### src/rtl/vga_pkg.sv
// Shared types and default 640x480@60 timing for the VGA scanout path.
package vga_pkg;

   typedef enum logic [1:0] {
      OFF   = 2'd0,
      ARMED = 2'd1,
      RUN   = 2'd2
   } scan_state_t;

   localparam int DEF_H_ACTIVE    = 640;
   localparam int DEF_H_FP        = 16;
   localparam int DEF_H_SYNC      = 96;
   localparam int DEF_H_BP        = 48;
   localparam int DEF_V_ACTIVE    = 480;
   localparam int DEF_V_FP        = 10;
   localparam int DEF_V_SYNC      = 2;
   localparam int DEF_V_BP        = 33;
   localparam bit DEF_HSYNC_POL   = 1'b0;
   localparam bit DEF_VSYNC_POL   = 1'b0;
   localparam int DEF_PIXEL_WIDTH = 12;

   typedef logic [DEF_PIXEL_WIDTH-1:0] pixel_t;

endpackage

### src/rtl/vga_timing_gen.sv
// Free-running horizontal/vertical raster counters with sync, active and
// line/frame boundary decode.
module vga_timing_gen #(
   parameter int H_ACTIVE = 640,
   parameter int H_FP     = 16,
   parameter int H_SYNC   = 96,
   parameter int H_BP     = 48,
   parameter int V_ACTIVE = 480,
   parameter int V_FP     = 10,
   parameter int V_SYNC   = 2,
   parameter int V_BP     = 33
) (
   input  logic clk,
   input  logic reset,
   output logic active,
   output logic hsync_on,
   output logic vsync_on,
   output logic h_first,
   output logic v_first,
   output logic v_visible,
   output logic line_last,
   output logic frame_last
);

   localparam int H_TOTAL = H_ACTIVE + H_FP + H_SYNC + H_BP;
   localparam int V_TOTAL = V_ACTIVE + V_FP + V_SYNC + V_BP;
   localparam int HW      = $clog2(H_TOTAL);
   localparam int VW      = $clog2(V_TOTAL);

   localparam logic [HW-1:0] H_LAST   = HW'(H_TOTAL - 1);
   localparam logic [HW-1:0] H_ACT_C  = HW'(H_ACTIVE);
   localparam logic [HW-1:0] HS_START = HW'(H_ACTIVE + H_FP);
   localparam logic [HW-1:0] HS_END   = HW'(H_ACTIVE + H_FP + H_SYNC);
   localparam logic [VW-1:0] V_LAST   = VW'(V_TOTAL - 1);
   localparam logic [VW-1:0] V_ACT_C  = VW'(V_ACTIVE);
   localparam logic [VW-1:0] VS_START = VW'(V_ACTIVE + V_FP);
   localparam logic [VW-1:0] VS_END   = VW'(V_ACTIVE + V_FP + V_SYNC);

   logic [HW-1:0] hcnt_reg;
   logic [VW-1:0] vcnt_reg;

   assign line_last  = (hcnt_reg == H_LAST);
   assign frame_last = line_last && (vcnt_reg == V_LAST);

   // Counters ignore scanout state so the monitor always sees valid timing.
   always_ff @(posedge clk) begin
      if (reset) begin
         hcnt_reg <= '0;
         vcnt_reg <= '0;
      end else if (line_last) begin
         hcnt_reg <= '0;
         vcnt_reg <= (vcnt_reg == V_LAST) ? '0 : vcnt_reg + 1'b1;
      end else begin
         hcnt_reg <= hcnt_reg + 1'b1;
      end
   end

   assign v_visible = (vcnt_reg < V_ACT_C);
   assign active    = (hcnt_reg < H_ACT_C) && v_visible;
   assign hsync_on  = (hcnt_reg >= HS_START) && (hcnt_reg < HS_END);
   assign vsync_on  = (vcnt_reg >= VS_START) && (vcnt_reg < VS_END);
   assign h_first   = (hcnt_reg == '0);
   assign v_first   = (vcnt_reg == '0);

endmodule

### src/rtl/vga_scanout.sv
// Pixel-FIFO consumer: gates scanout to whole frames, pops one pixel per
// active clock, registers the video outputs and counts starved pixels.
module vga_scanout
   import vga_pkg::*;
#(
   parameter int H_ACTIVE    = DEF_H_ACTIVE,
   parameter int H_FP        = DEF_H_FP,
   parameter int H_SYNC      = DEF_H_SYNC,
   parameter int H_BP        = DEF_H_BP,
   parameter int V_ACTIVE    = DEF_V_ACTIVE,
   parameter int V_FP        = DEF_V_FP,
   parameter int V_SYNC      = DEF_V_SYNC,
   parameter int V_BP        = DEF_V_BP,
   parameter bit HSYNC_POL   = DEF_HSYNC_POL,
   parameter bit VSYNC_POL   = DEF_VSYNC_POL,
   parameter int PIXEL_WIDTH = DEF_PIXEL_WIDTH
) (
   input  logic                   clk,
   input  logic                   reset,
   input  logic                   enable,
   output logic                   fifo_rden,
   input  logic [PIXEL_WIDTH-1:0] fifo_rddata,
   input  logic                   fifo_rddata_valid,
   input  logic                   fifo_rddone,
   output logic                   hsync,
   output logic                   vsync,
   output logic                   de,
   output logic [PIXEL_WIDTH-1:0] rgb,
   output logic                   frame_start,
   output logic                   line_start,
   input  logic                   underflow_clr,
   output logic [15:0]            underflow_count,
   output logic                   running
);

   localparam logic [15:0] UF_MAX = 16'hFFFF;

   logic active, hsync_on, vsync_on, h_first, v_first, v_visible;
   logic line_last, frame_last;

   vga_timing_gen #(
      .H_ACTIVE(H_ACTIVE), .H_FP(H_FP), .H_SYNC(H_SYNC), .H_BP(H_BP),
      .V_ACTIVE(V_ACTIVE), .V_FP(V_FP), .V_SYNC(V_SYNC), .V_BP(V_BP)
   ) u_timing (
      .clk        (clk),
      .reset      (reset),
      .active     (active),
      .hsync_on   (hsync_on),
      .vsync_on   (vsync_on),
      .h_first    (h_first),
      .v_first    (v_first),
      .v_visible  (v_visible),
      .line_last  (line_last),
      .frame_last (frame_last)
   );

   // Occupancy flag is advisory only; underflow is judged from fifo_rddone.
   logic unused_rddata_valid;
   assign unused_rddata_valid = fifo_rddata_valid;

   scan_state_t state_reg, state_next;

   always_ff @(posedge clk) begin
      if (reset) state_reg <= OFF;
      else       state_reg <= state_next;
   end

   always_comb begin
      state_next = state_reg;
      case (state_reg)
         OFF:     if (enable) state_next = ARMED;
         ARMED: begin
            if (!enable)        state_next = OFF;
            else if (frame_last) state_next = RUN;
         end
         RUN:     if (frame_last && !enable) state_next = OFF;
         default: state_next = OFF;
      endcase
   end

   assign fifo_rden = (state_reg == RUN) && active && !reset;
   assign running   = (state_reg == RUN);

   logic                   hsync_reg, vsync_reg, de_reg;
   logic                   frame_start_reg, line_start_reg;
   logic [PIXEL_WIDTH-1:0] rgb_reg;
   logic [15:0]            underflow_count_reg;

   // All video outputs share one register stage so they stay aligned.
   always_ff @(posedge clk) begin
      if (reset) begin
         hsync_reg       <= ~HSYNC_POL;
         vsync_reg       <= ~VSYNC_POL;
         de_reg          <= 1'b0;
         rgb_reg         <= '0;
         frame_start_reg <= 1'b0;
         line_start_reg  <= 1'b0;
      end else begin
         hsync_reg       <= hsync_on ? HSYNC_POL : ~HSYNC_POL;
         vsync_reg       <= vsync_on ? VSYNC_POL : ~VSYNC_POL;
         de_reg          <= active;
         rgb_reg         <= (fifo_rden && fifo_rddone) ? fifo_rddata : '0;
         frame_start_reg <= h_first && v_first;
         line_start_reg  <= h_first && v_visible;
      end
   end

   always_ff @(posedge clk) begin
      if (reset || underflow_clr)
         underflow_count_reg <= '0;
      else if (fifo_rden && !fifo_rddone && (underflow_count_reg != UF_MAX))
         underflow_count_reg <= underflow_count_reg + 16'd1;
   end

   assign hsync           = hsync_reg;
   assign vsync           = vsync_reg;
   assign de              = de_reg;
   assign rgb             = rgb_reg;
   assign frame_start     = frame_start_reg;
   assign line_start      = line_start_reg;
   assign underflow_count = underflow_count_reg;

endmodule

### config.mk
export PLATFORM = sky130hd
export DESIGN_NAME = vga_scanout
export DESIGN_NICKNAME = d
export VERILOG_FILES = /design/src/rtl/vga_pkg.sv /design/src/rtl/vga_timing_gen.sv /design/src/rtl/vga_scanout.sv
export SDC_FILE = /design/constraint.sdc
export NUM_CORES = 1
export LEC_CHECK = 0
export CORE_UTILIZATION = 40
export CTS_CLUSTER_DIAMETER = 50
export DETAILED_ROUTE_END_ITERATION = 6
export PLACE_DENSITY = 0.78
export SETUP_SLACK_MARGIN = 0.15
export SLEW_MARGIN = 10
export SYNTH_ARGS = -nofsm -noshare
export SYNTH_HDL_FRONTEND = slang
export SYNTH_SLANG_ARGS = --single-unit
### constraint.sdc
create_clock -name clk -period 1.7 [get_ports clk]
set_input_delay 0.17 -clock clk [delete_from_list [all_inputs] [get_ports clk]]
set_output_delay 0.17 -clock clk [all_outputs]
set_load 0.02 [all_outputs]
After elaboration in Yosys (flattened, before gate mapping)
Cells that the tools add are included.
{"block": "op_classes", "add_sub_neg": 3, "mul": 0, "n_div": 0, "order_cmp": 6, "n_eq_ne": 8, "n_shift": 0, "mux": 8, "bitwise_logic": 1, "n_reduce_logical": 22}
{"op": "$add A10 B1 Y10 const B", "count": 2}
{"op": "$eq A10 B10 Y1 const B", "count": 2}
{"op": "$logic_not A10 Y1", "count": 2}
{"op": "$lt A10 B10 Y1 const B", "count": 2}
{"op": "$lt A10 B9 Y1 const B", "count": 2}
{"op": "$add A16 B1 Y16 const B", "count": 1}
{"op": "$ne A16 B16 Y1 const B", "count": 1}
{"op": "$logic_and A1 B1 Y1", "count": 12}
{"op": "$ge A10 B10 Y1 const B", "count": 1}
{"op": "$ge A10 B9 Y1 const B", "count": 1}
{"op": "$mux W10", "count": 1}
{"op": "$mux W2", "count": 4}
{"op": "$pmux W2 S3", "count": 1}
{"op": "$reduce_or A2 Y1", "count": 2}
{"op": "$logic_not A1 Y1", "count": 3}
{"op": "$ne A3 B3 Y1 const B", "count": 1}
{"op": "$reduce_and A3 Y1", "count": 1}
{"op": "$eq A2 B1 Y1 const B", "count": 1}
{"op": "$eq A2 B2 Y1 const B", "count": 1}
{"op": "$logic_not A2 Y1", "count": 1}
{"op": "$mux W1", "count": 2}
{"op": "$ne A2 B1 Y1 const B", "count": 1}
{"op": "$ne A2 B2 Y1 const B", "count": 1}
{"op": "$logic_or A1 B1 Y1", "count": 1}
{"op": "$not A1 Y1", "count": 1}
{"block": "totals", "reg_bits": 55, "latchBits": 0, "ram_bits": 0, "mem_bits_ro": 0, "input_bits": 18, "output_inout_bits": 35, "elab_cells": 58, "memories": 0}

Depth between registers and ports, before layout
Gate-level depths: netlist of the first run.
{"block": "logic_depth", "word_depth": 7, "mapped_depth": 7, "depth_no_buf": 6}

By module
A second synthesis of the first run with hierarchy kept.
{"block": "unflattened", "cells_unflattened": 281, "hier_area_um2": 2549.9}
{"module": "vga_scanout", "n_inst": 1, "cells_per_inst": 152, "area_each_um2": 1465.2}
{"module": "vga_timing_gen", "n_inst": 1, "cells_per_inst": 129, "area_each_um2": 1084.8}

Worst setup path after synthesis of the first run
Ideal clock, no wire load.
{"block": "synth_timing", "kind": "register -> register", "from": "register underflow_count_reg[0] (netlist: underflow_count[0])", "to": "register underflow_count_reg[15] (netlist: underflow_count[15])", "t_arrival_ps": 1714, "required_ps": 1571, "path_slack_ps": -143, "stages_incl_launch_ff": 6, "n_path_buf": 0, "period_less_slack_ps": 1843, "path_cell_list": "dfxtp_1 -> ha_1 -> nand3_1 -> o311ai_0 -> nor4_1 -> mux2i_1"}
{"block": "synth_between", "elab_chain_cells": 2, "word_cells_on_any_way": 3, "classes_between": "add/sub: 1; eq/ne: 1; reduce/logical: 1"}
{"element": "start: declaration", "line": "vga_scanout.sv:87", "text": "logic [15:0] underflow_count_reg;"}
{"element": "start signal: assignment", "line": "vga_scanout.sv:112", "text": "underflow_count_reg <= underflow_count_reg + 16'd1;"}
{"element": "parallel branches: the longest is 2 deep, another holds $add A16 B1 Y16"}
Several ways; the timed one is not identified.
A chain may end at the register's enable or synchronous reset.

Worst setup path after layout of the first run
{"block": "layout_timing", "from": "register state_reg[1]", "to": "register underflow_count_reg[9] (netlist: underflow_count[9])"}
{"block": "layout_between", "elab_chain_cells": 5}
{"element": "start: declaration", "line": "vga_scanout.sv:61", "text": "scan_state_t state_reg, state_next;"}
{"element": "start signal: assignment", "line": "vga_scanout.sv:65", "text": "else state_reg <= state_next;"}
{"element": "$eq A2 B2 Y1", "line": "vga_scanout.sv:81", "text": "assign fifo_rden = (state_reg == RUN) && active && !reset;"}
{"element": "$logic_and A1 B1 Y1 (2 in a row)", "line": "vga_scanout.sv:81"}
{"element": "$logic_and A1 B1 Y1 (2 in a row)", "line": "vga_scanout.sv:111", "text": "else if (fifo_rden && !fifo_rddone && (underflow_count_reg != UF_MAX))"}
No other way between the ends.

==> flow_summary.yaml, run 1 <==
run_status:
  run_status: "complete, but fails checks"
  failed_checks: "setup timing"
cells_and_area:
  design.final.nets: 414
  n_fill_cell: 484
  drive_above_1_share_pct: 35.8
  area_delta_synth_final_pct: 57.3
  largest_register_ff_count: 16
  n_antenna_cell: 0
  instances_no_fill: 466
  layout.cells.most_common: "sky130_fd_sc_hd__buf_4"
  mostFrequentLayoutCells: "sky130_fd_sc_hd__buf_4 (55), sky130_fd_sc_hd__clkdlybuf4s50_1 (46), sky130_fd_sc_hd__dfxtp_1 (31)"
place:
  port_buffers: 51
  finalWeightedCongestion: 0.860
  numPlacedInstances: 435
  hpwl_um: 4420
synthesis:
  netlist_instances: 280
  yosysWarningCount: 0
  yosysUniqueCellTypes: 46
  ys.flop_type: "sky130_fd_sc_hd__dfxtp_1"
  synth.cell_area_mm2: 0.00251
  mean_syn_cell_area_um2: 8.96
  synth_seq_cells: 55
  async_reset_ff_share_pct: 0
  synth-edff-count: 0
  postSynthNetCount: 304
  sequential_area_share_after_synthesis_pct: 43.9
clocking:
  cts_tree: "built"
  cts_inserted_buffers: 5
  tritoncts_num_sinks: 55
  ctsLongestPathBuffers: 2
  ctsHtreeMaxLevel: 2
  worst_setup_hold_path_clk_slew_ns: 0.10
  clock_latency_ns: 0.31
  clock_tree.root_cell: "sky130_fd_sc_hd__clkbuf_8"
  cts_hold_repair.buffers: 0
sta:
  final_min_period_ns: 1.75
  worstMarginPinSlew_ns: 0.441
  clock_skew_ns: 0.0139
  max-slew-margin-rel_pct: 70.3
  timing.fmax_mhz: 572
  finalHoldWorstSlack_ns: 0.451
  number_of_endpoints_with_negative_hold_slack_in_the_final_report: 0
  rsz0062_at_grt: "yes"
  post-route-period-util_pct: 103
  maxSlewViolCount: 0
  final.setup.worst_slack_ns: -0.0493
  setup_viol: 2
floorplanning:
  fp.dieW_um: 81.2
  die_y_um: 81.2
  die_area_mm2: 0.00659
  io-pin-count: 53
  initial_core_util_pct: 41.9
  fp-row-count: 28
  placeableCoreArea_mm2: 0.00599
route:
  drt-total-wl_um: 7090
  initialDrtViolationCount: 81
  post-route-drc-count: 0
  final_antenna_net_count: 0
  pre_repair_dr_iteration_count: 4
  vias_per_cell: 5.50
  routed_wire_length_per_instance_um: 15.2
  vias: 2562
grt:
  wire_length_of_the_first_global_routing_pass_um: 10300
  first_global_vias: 2269
  grt_use_total_pct: 20.1
  overflow: 0
  grt_start_max_net_pins: 16
  antenna_found_initial: 0
power_and_ir_drop:
  p_per_area_mw_per_mm2: 543
  vdd_drop_max_mv: 0.415
  leakagePower_nw: 1.53
setup_path:
  crit_path_end_kind: "register"
  sort_of_element_at_the_start_of_the_critical_path: "register"
  setup.worst_path.class: "reg2reg"
  crit_required_ns: 1.94
  critPathArrivalTime_ns: 1.99
  critical_path_peak_fanout: 7
hold_path:
  min_path_type: "in2reg"
job:
  cap_violations: 0
[metal layers]
layer | vias to the layer above | track usage (%) | wire [um]
li1 | 1256 | - | -
met1 | 1227 | 23.5 | 3040
met2 | 66 | 36.1 | 3680
met3 | 13 | 3.82 | 259
met4 | 0 | 7.50 | 103
met5 | - | 0 | 0
[final timing paths]
kind,depth (start not counted),endpoint,startpoint,slack [ns]
max,5,underflow_count[9],state_reg[1],-0.05
max reg2reg,5,underflow_count[9],state_reg[1],-0.05
min reg2reg,2,underflow_count[15],underflow_count[15],0.49
min,2,rgb[8],fifo_rddata[8],0.45
[cell usage after synthesis, drive strengths merged (4+ instances only)]
cell,n,area (um^2)
or4,11,86.3
nand3,18,90.1
nand4,14,100
buf,6,42.5
and4,4,35.0
or3,8,50.1
and3,15,93.8
nor2,23,86.3
xnor2,8,70.1
a21oi,17,88.8
ha,6,75.1
xor2,4,35.0
inv,11,41.3
or2,4,27.5
o21ai,8,43.8
dfxtp,55,1100
nand2,14,52.6
o31ai,9,67.6
nor3,9,45.0
nor4,8,56.3
clkbuf,6,23.8
[kinds of logic (layout without fill, tap and decap cells)]
kind of cell	after synthesis	count (layout)	share of synthesized area [%]
buffers and inverters	23	133	4.29
DFF	55	55	43.9
muxes	2	2	0.798
AOI/OAI and AO/OA	45	45	11.6
adders and majority gates	6	6	2.99
and+or+nand+nor	137	138	32.2
xor gates and xnor gates	12	12	4.19
[layout make-up]
type	instances	area [um^2]	area share (%)
inverter	11	41.3	1.05
timing repair buffer	114	1040	26.4
tap	75	93.8	2.38
multi-input combinational	203	1540	38.9
sequential	55	1150	29.2
clock buffer	6	72.6	1.84
clock inverter	2	7.51	0.190
[report_power, final]
group	internal [W]	total, W	switching, W
Sequential	0.00129	0.00130	0.00000954
Combinational	0.0000793	0.000149	0.0000701
Clock	0.000283	0.000698	0.000416
Total	0.00165	0.00214	0.000495
[critical path, stage by stage, from the launching register on]
cell and delay (ns):
sky130_fd_sc_hd__dfxtp_2 0.37, sky130_fd_sc_hd__nor3b_4 0.26, sky130_fd_sc_hd__nand4_4 0.19, sky130_fd_sc_hd__buf_12 0.18, sky130_fd_sc_hd__or4_1 0.51, sky130_fd_sc_hd__a21oi_1 0.17
[through the flow]
step / setup WS, ns / area [um^2] / power, W / setup TNS, ns / util, %
floorplan: 0.0595 / 2630 / 0.00139 / 0 / -
global placement: -0.246 / 3480 / 0.00147 / -2.33 / 58.1
detailed placement: -0.264 / 3480 / 0.00147 / -2.75 / 58.1
CTS: 0.0420 / 3730 / 0.00215 / 0 / 62.3
global route: -0.113 / 3950 / 0.00222 / -0.588 / 65.9
finish: -0.0493 / 3950 / 0.00214 / -0.0687 / 65.9
[what timing repair did]
action                                  in CTS  in global routing
buffers inserted                             7                 12
endpoints found under the setup margin      34                 33
resized for setup                           22                 33
pin swaps                                    6                 25
cloned                                       2                  2
Note: power is estimated with default switching activity, not from simulation.
==> run 2, diff against run 1 <==
--- a/config.mk
+++ b/config.mk
@@ -5,10 +5,12 @@
 export SDC_FILE = /design/constraint.sdc
 export NUM_CORES = 1
 export LEC_CHECK = 0
-export CORE_UTILIZATION = 40
+export ABC_AREA = 1
+export CORE_UTILIZATION = 30
 export CTS_CLUSTER_DIAMETER = 50
 export DETAILED_ROUTE_END_ITERATION = 6
-export PLACE_DENSITY = 0.78
+export GPL_TIMING_DRIVEN = 0
+export PLACE_DENSITY = 0.63
 export SETUP_SLACK_MARGIN = 0.15
 export SLEW_MARGIN = 10
 export SYNTH_ARGS = -nofsm -noshare
==> run 2 against run 1 <==
The flow finishes with violations (DRC); register-to-register slack better by 0.27 ns; clock skew hardly changed; wire length shrank 5.5%; sequential power about the same; worst hold slack lost 0.093 ns; cell area fell by 3.9%; flip-flop and latch count did not move; global-route usage fell by 5.6 points; critical path type is now reg2out; critical endpoint is now underflow_count[1].
==> flow_summary.yaml, run 2 <==
run_status:
  run_status: "complete, but fails checks"
  failed_checks: "DRC"
setup_path:
  sort_of_element_at_the_start_of_the_critical_path: "register"
  critical_path.reg2reg.startpoint: "u_timing.vcnt_reg[0]"
  timing.rr.end: "u_timing.vcnt_reg[0]"
  crit_cells: 1
  setup.worst_path.class: "reg2out"
  critical_path.max_stage_delay_ns: 0.60
  crit_required_ns: 1.53
  reg2reg_setup_slack_ns: 0.22
  reg2reg_depth: 9
  cp_cell_sequence: "clkdlybuf4s50_1"
  critical_path.top_delay_family: "buffers and inverters"
  critPathArrivalTime_ns: 1.31
  master_of_the_slowest_instance_on_the_critical_path: "sky130_fd_sc_hd__clkdlybuf4s50_1"
  critical_path_peak_fanout: 4
  cp_num_buf_inv: 1
  crit_path_end_kind: "output pin"
floorplanning:
  fp.dieW_um: 97.7
  fp-row-count: 34
  placeableCoreArea_mm2: 0.00881
  die_area_mm2: 0.00955
  die_y_um: 97.7
  io-pin-count: 53
  initial_core_util_pct: 31.2
synthesis:
  netlist_instances: 396
  ys.flop_type: "sky130_fd_sc_hd__dfxtp_1"
  yosysWarningCount: 0
  synth.cell_area_mm2: 0.00275
  synthMostInstantiatedCell: "sky130_fd_sc_hd__nand2_1"
  synth_seq_cells: 55
  synth_top_cell_area_share_pct: 40.1
  netlist_top_cells_area: "sky130_fd_sc_hd__dfxtp_1 (40%), sky130_fd_sc_hd__nand2_1 (12%), sky130_fd_sc_hd__nor2_1 (8.9%)"
  sequential_area_share_after_synthesis_pct: 40.1
  netlist_top_cells_count: "sky130_fd_sc_hd__nand2_1 (88), sky130_fd_sc_hd__nor2_1 (65), sky130_fd_sc_hd__dfxtp_1 (55), sky130_fd_sc_hd__inv_1 (50), sky130_fd_sc_hd__nand3_1 (29)"
  mean_syn_cell_area_um2: 6.94
  yosysUniqueCellTypes: 33
  async_reset_ff_share_pct: 0
  synth-edff-count: 0
  synth_top_cell_by_area: "sky130_fd_sc_hd__dfxtp_1"
  postSynthNetCount: 420
sta:
  max-slew-margin-rel_pct: 72.8
  finalSetupTns_ns: 0
  final_min_period_ns: 1.48
  worstMarginPinSlew_ns: 0.403
  setup_viol: 0
  rsz0062_at_grt: "yes"
  post-route-period-util_pct: 87.2
  clock_skew_ns: 0.0143
  maxSlewViolCount: 0
  number_of_endpoints_with_negative_hold_slack_in_the_final_report: 0
  timing.fmax_mhz: 674
power_and_ir_drop:
  p_per_area_mw_per_mm2: 592
  vdd_drop_max_mv: 0.355
  leakagePower_nw: 1.63
place:
  finalWeightedCongestion: 0.867
  port_buffers: 51
  hpwl_um: 4870
  numPlacedInstances: 555
clocking:
  ctsLongestPathBuffers: 2
  clock_latency_ns: 0.32
  tritoncts_num_sinks: 55
  cts_inserted_buffers: 5
  clock_tree.root_cell: "sky130_fd_sc_hd__clkbuf_8"
  cts_tree: "built"
  ctsHtreeMaxLevel: 2
  worst_setup_hold_path_clk_slew_ns: 0.11
grt:
  overflow: 0
  first_global_vias: 2518
  grt_start_max_net_pins: 21
  wire_length_of_the_first_global_routing_pass_um: 11400
  antenna_found_initial: 0
  grt_use_total_pct: 14.5
hold_path:
  min_path_type: "in2reg"
  hold_depth: 3
  hold_path_startpoint: "fifo_rddata[1]"
  hold_path_end: "rgb[1]"
route:
  final_antenna_net_count: 0
  initialDrtViolationCount: 112
  routed_wire_length_per_instance_um: 11.6
  post-route-drc-count: 4
  pre_repair_dr_iteration_count: 7
  vias: 2688
  drt-total-wl_um: 6700
  vias_per_cell: 4.67
cells_and_area:
  layout.cells.most_common: "sky130_fd_sc_hd__nand2_1"
  mostFrequentLayoutCells: "sky130_fd_sc_hd__nand2_1 (81), sky130_fd_sc_hd__nor2_1 (60), sky130_fd_sc_hd__inv_1 (47)"
  largest_register_ff_count: 16
  instances_no_fill: 576
  area_delta_synth_final_pct: 38.0
  design.final.nets: 491
  n_antenna_cell: 0
  drive_above_1_share_pct: 21.6
job:
  cap_violations: 0
-- run 2: changes by cell type after synthesis, sizes merged, moves of 8 or more --
cell	previous run	this run
nand2	14	95
nor2	23	77
inv	11	53
and3	15	0
nand3	18	31
or4	11	0
a21oi	17	26
o31ai	9	0
or3	8	0
-- run 2: worst max-delay path by stage --
stage,from,end,slack [ns]
after floorplan,state_reg[1],underflow_count[2],0.18
after global placement,reset,fifo_rden,-0.34
after detailed placement,reset,fifo_rden,-0.35
after CTS,u_timing.hcnt_reg[9],fifo_rden,0.14
after global routing,u_timing.vcnt_reg[0],u_timing.vcnt_reg[0],0.11
final,underflow_count[1],underflow_count[1],0.22
-- run 2: layout make-up --
class / count / area [um^2]
Buffer: 5 / 43.8
Clock buffer: 5 / 68.8
Clock inverter: 3 / 31.3
Fill cell: 897 / 5010
Inverter: 55 / 213
Multi-Input combinational cell: 281 / 1550
Sequential cell: 55 / 1140
Tap cell: 108 / 135
Timing Repair Buffer: 64 / 603
-- run 2: cells by family after synthesis --
| kind of cell | after synthesis | synth area share (%) |
|---|---|---|
| fa+ha+maj | 6 | 2.73 |
| flops | 55 | 40.1 |
| simple gates | 230 | 38.4 |
| buf+inv | 60 | 8.83 |
| compound gates | 36 | 7.10 |
| xor+xnor | 9 | 2.87 |
-- run 2: timing repair --
item,CTS,global route
gates resized for setup,39,53
endpoints found under the hold margin,0,0
endpoints found under the setup margin,37,36
pin swaps,2,10
hold buffers,0,0
buffers inserted,5,7
cloned,1,0
-- run 2: power by group --
group | switching [W] | internal, W
Combinational | 0.0000695 | 0.0000750
Clock | 0.000485 | 0.000315
Sequential | 0.00000942 | 0.00129
Total | 0.000564 | 0.00168
-- run 2: stage by stage --
step	setup slack [ns]	hold slack [ns]	cell area [um^2]	power [W]	util, %
floorplan	0.184	0.282	2750	0.00140	-
global placement	-0.336	0.445	3400	0.00146	38.6
detailed placement	-0.353	0.463	3400	0.00147	38.6
CTS	0.141	0.347	3580	0.00228	40.6
global route	0.113	0.353	3790	0.00235	43.1
finish	0.217	0.358	3790	0.00225	43.1
-- run 2: layer usage --
| layer | GRT usage, % | vias to the layer above | wire [um] |
|---|---|---|---|
| met5 | 0 | - | 0 |
| met4 | 3.85 | 0 | 51 |
| met3 | 3.74 | 4 | 366 |
| met2 | 24.7 | 61 | 3270 |
| met1 | 18.2 | 1229 | 3000 |
| li1 | - | 1394 | - |
==> run 3, diff against run 2 <==
--- a/config.mk
+++ b/config.mk
@@ -6,6 +6,7 @@
 export NUM_CORES = 1
 export LEC_CHECK = 0
 export ABC_AREA = 1
+export CORE_MARGIN = 2
 export CORE_UTILIZATION = 30
 export CTS_CLUSTER_DIAMETER = 50
 export DETAILED_ROUTE_END_ITERATION = 6
==> run 3 against run 2 <==
The run now ends clean; first-iteration DRC count shrank 17%; clock power is essentially flat; critical path depth grew 9; wire length is the same; worst hold slack lost 0.0024 ns; clock skew shrank 0.0024 ns; power is essentially flat; critical endpoint is now u_timing.vcnt_reg[4]; largest cell class unchanged.
==> flow_summary.yaml, run 3 (synthesis gave the netlist of run 2 again) <==
run_status:
  run_status: "completed"
place:
  numPlacedInstances: 555
  hpwl_um: 4930
  pre_cts_slack_ns: -0.379
  port_buffers: 51
  finalWeightedCongestion: 0.833
power_and_ir_drop:
  internal_portion_of_total_power_w: 0.00168
  seq_power_share_pct: 58.1
  p_sw_w: 0.000568
  leakagePower_nw: 1.62
  p_per_area_mw_per_mm2: 592
  vdd_drop_max_mv: 0.333
  share_of_total_power_consumed_by_net_switching_pct: 25.3
  p_comb_share_pct: 6.2
  clock_power_share_pct: 35.7
setup_path:
  setup.worst_path.class: "reg2reg"
  sort_of_element_at_the_start_of_the_critical_path: "register"
  cpMostUsedCell: "sky130_fd_sc_hd__nor2_4"
  critical_path.reg2reg.startpoint: "u_timing.hcnt_reg[1]"
  cp_cell_sequence: "ha_4 > nand2_2 > nor2_4 > nand2_2 > nor2_4 > nand3_4 > nor2_4 > nand2_1 > nand2_1 > nor2_1"
  critical_path.max_stage_delay_ns: 0.38
  crit_required_ns: 1.92
  critPathArrivalTime_ns: 1.74
  critical_path.startpoint: "u_timing.hcnt_reg[1]"
  master_of_the_slowest_instance_on_the_critical_path: "sky130_fd_sc_hd__dfxtp_2"
  crit_path_end_kind: "register"
  critical_path_peak_fanout: 5
grt:
  grt_start_max_net_pins: 21
  overflow: 0
  antenna_found_initial: 0
  grt_use_total_pct: 13.4
  wire_length_of_the_first_global_routing_pass_um: 11000
  first_global_vias: 2491
sta:
  setup_viol: 0
  rsz0062_at_grt: "yes"
  number_of_endpoints_with_negative_hold_slack_in_the_final_report: 0
  max-slew-margin-rel_pct: 76.3
  maxSlewViolCount: 0
  final_min_period_ns: 1.51
  final.setup.worst_slack_ns: 0.188
  timing.fmax_mhz: 661
  worstMarginPinSlew_ns: 0.350
  clock_skew_ns: 0.0120
  post-route-period-util_pct: 89.0
job:
  cap_violations: 0
cells_and_area:
  largest_register_ff_count: 16
  instances_no_fill: 577
  area_delta_synth_final_pct: 37.9
  mostFrequentLayoutCells: "sky130_fd_sc_hd__nand2_1 (82), sky130_fd_sc_hd__nor2_1 (62), sky130_fd_sc_hd__inv_1 (47)"
  n_fill_cell: 887
  n_antenna_cell: 0
  layout.cells.most_common: "sky130_fd_sc_hd__nand2_1"
  layout.core_utilization_pct: 43.0
  drive_above_1_share_pct: 20.0
  design.final.nets: 492
clocking:
  ctsLongestPathBuffers: 2
  cts_inserted_buffers: 5
  worst_setup_hold_path_clk_slew_ns: 0.11
  cts_tree: "built"
  clock_tree.root_cell: "sky130_fd_sc_hd__clkbuf_8"
  clock_latency_ns: 0.32
  tritoncts_num_sinks: 55
  ctsHtreeMaxLevel: 2
route:
  vias_per_cell: 4.64
  routed_wire_length_per_instance_um: 11.6
  vias: 2676
  initialDrtViolationCount: 93
  pre_repair_dr_iteration_count: 4
  final_antenna_net_count: 0
  drt-total-wl_um: 6700
  post-route-drc-count: 0
floorplanning:
  die_y_um: 99.7
  io-pin-count: 53
  initial_core_util_pct: 31.2
  placeableCoreArea_mm2: 0.00881
  fp-row-count: 34
  fp.dieW_um: 99.7
  die_area_mm2: 0.00995
hold_path:
  min_path_type: "in2reg"
  hold_path_startpoint: "fifo_rddata[1]"
run 3: through the flow:
stage | TNS (ns) | power (W) | hold WS (ns) | cell area [um^2]
floorplan | 0 | 0.00140 | 0.282 | 2750
global placement | -3.52 | 0.00146 | 0.446 | 3400
detailed placement | -3.88 | 0.00147 | 0.454 | 3400
CTS | 0 | 0.00226 | 0.345 | 3570
global route | 0 | 0.00234 | 0.338 | 3790
finish | 0 | 0.00224 | 0.355 | 3790
run 3: area by class of cell:
class / instances / area [um^2] / share of cell area, %
tap: 108 / 135 / 3.57
multi-input combinational: 281 / 1540 / 40.6
clock buffer: 5 / 68.8 / 1.82
sequential: 55 / 1140 / 30.1
timing repair buffer: 65 / 623 / 16.4
inverter: 55 / 210 / 5.55
clock inverter: 3 / 33.8 / 0.891
buffer: 5 / 40.0 / 1.06
run 3: worst max-delay path: cells and delay by family, from the launching register on:
family / cells / cell delay (ns)
DFF: 1 / 0.38
adders and majority gates: 1 / 0.14
and+or+nand+nor: 9 / 0.90
run 3: power by group through the flow:
| stage | Clock, W | Sequential (W) | Combinational (W) |
|---|---|---|---|
| 5_1_grt | 0.000882 | 0.00131 | 0.000156 |
| 3_5_place_dp | 0 | 0.00134 | 0.000128 |
| 4_1_cts | 0.000824 | 0.00131 | 0.000130 |
| 2_1_floorplan | 0 | 0.00135 | 0.0000534 |
| 6_report | 0.000802 | 0.00130 | 0.000140 |
| 3_3_place_gp | 0 | 0.00134 | 0.000126 |
run 3: final timing paths:
| check | endpoint | slack (ns) | cells past startpoint |
|---|---|---|---|
| setup / recovery | u_timing.vcnt_reg[4] | 0.19 | 10 |
| hold / removal | rgb[1] | 0.36 | 3 |
| setup reg to reg | u_timing.vcnt_reg[4] | 0.19 | 10 |
| hold reg to reg | u_timing.vcnt_reg[5] | 0.51 | 2 |
run 3: layer usage:
layer / up-vias / GRT usage, % / share of wire, %
li1: 1399 / - / -
met1: 1220 / 16.8 / 46
met2: 50 / 23.1 / 49
met3: 7 / 3.02 / 4.3
met4: 0 / 3.58 / 1.1
met5: - / 0 / 0
run 3: what timing repair did:
action / CTS / global route
cloned: 0 / 0
setup endpoints to repair: 32 / 34
hold buffers: 0 / 0
resized for setup: 37 / 45
setup buffers: 3 / 11
pin swaps: 2 / 9
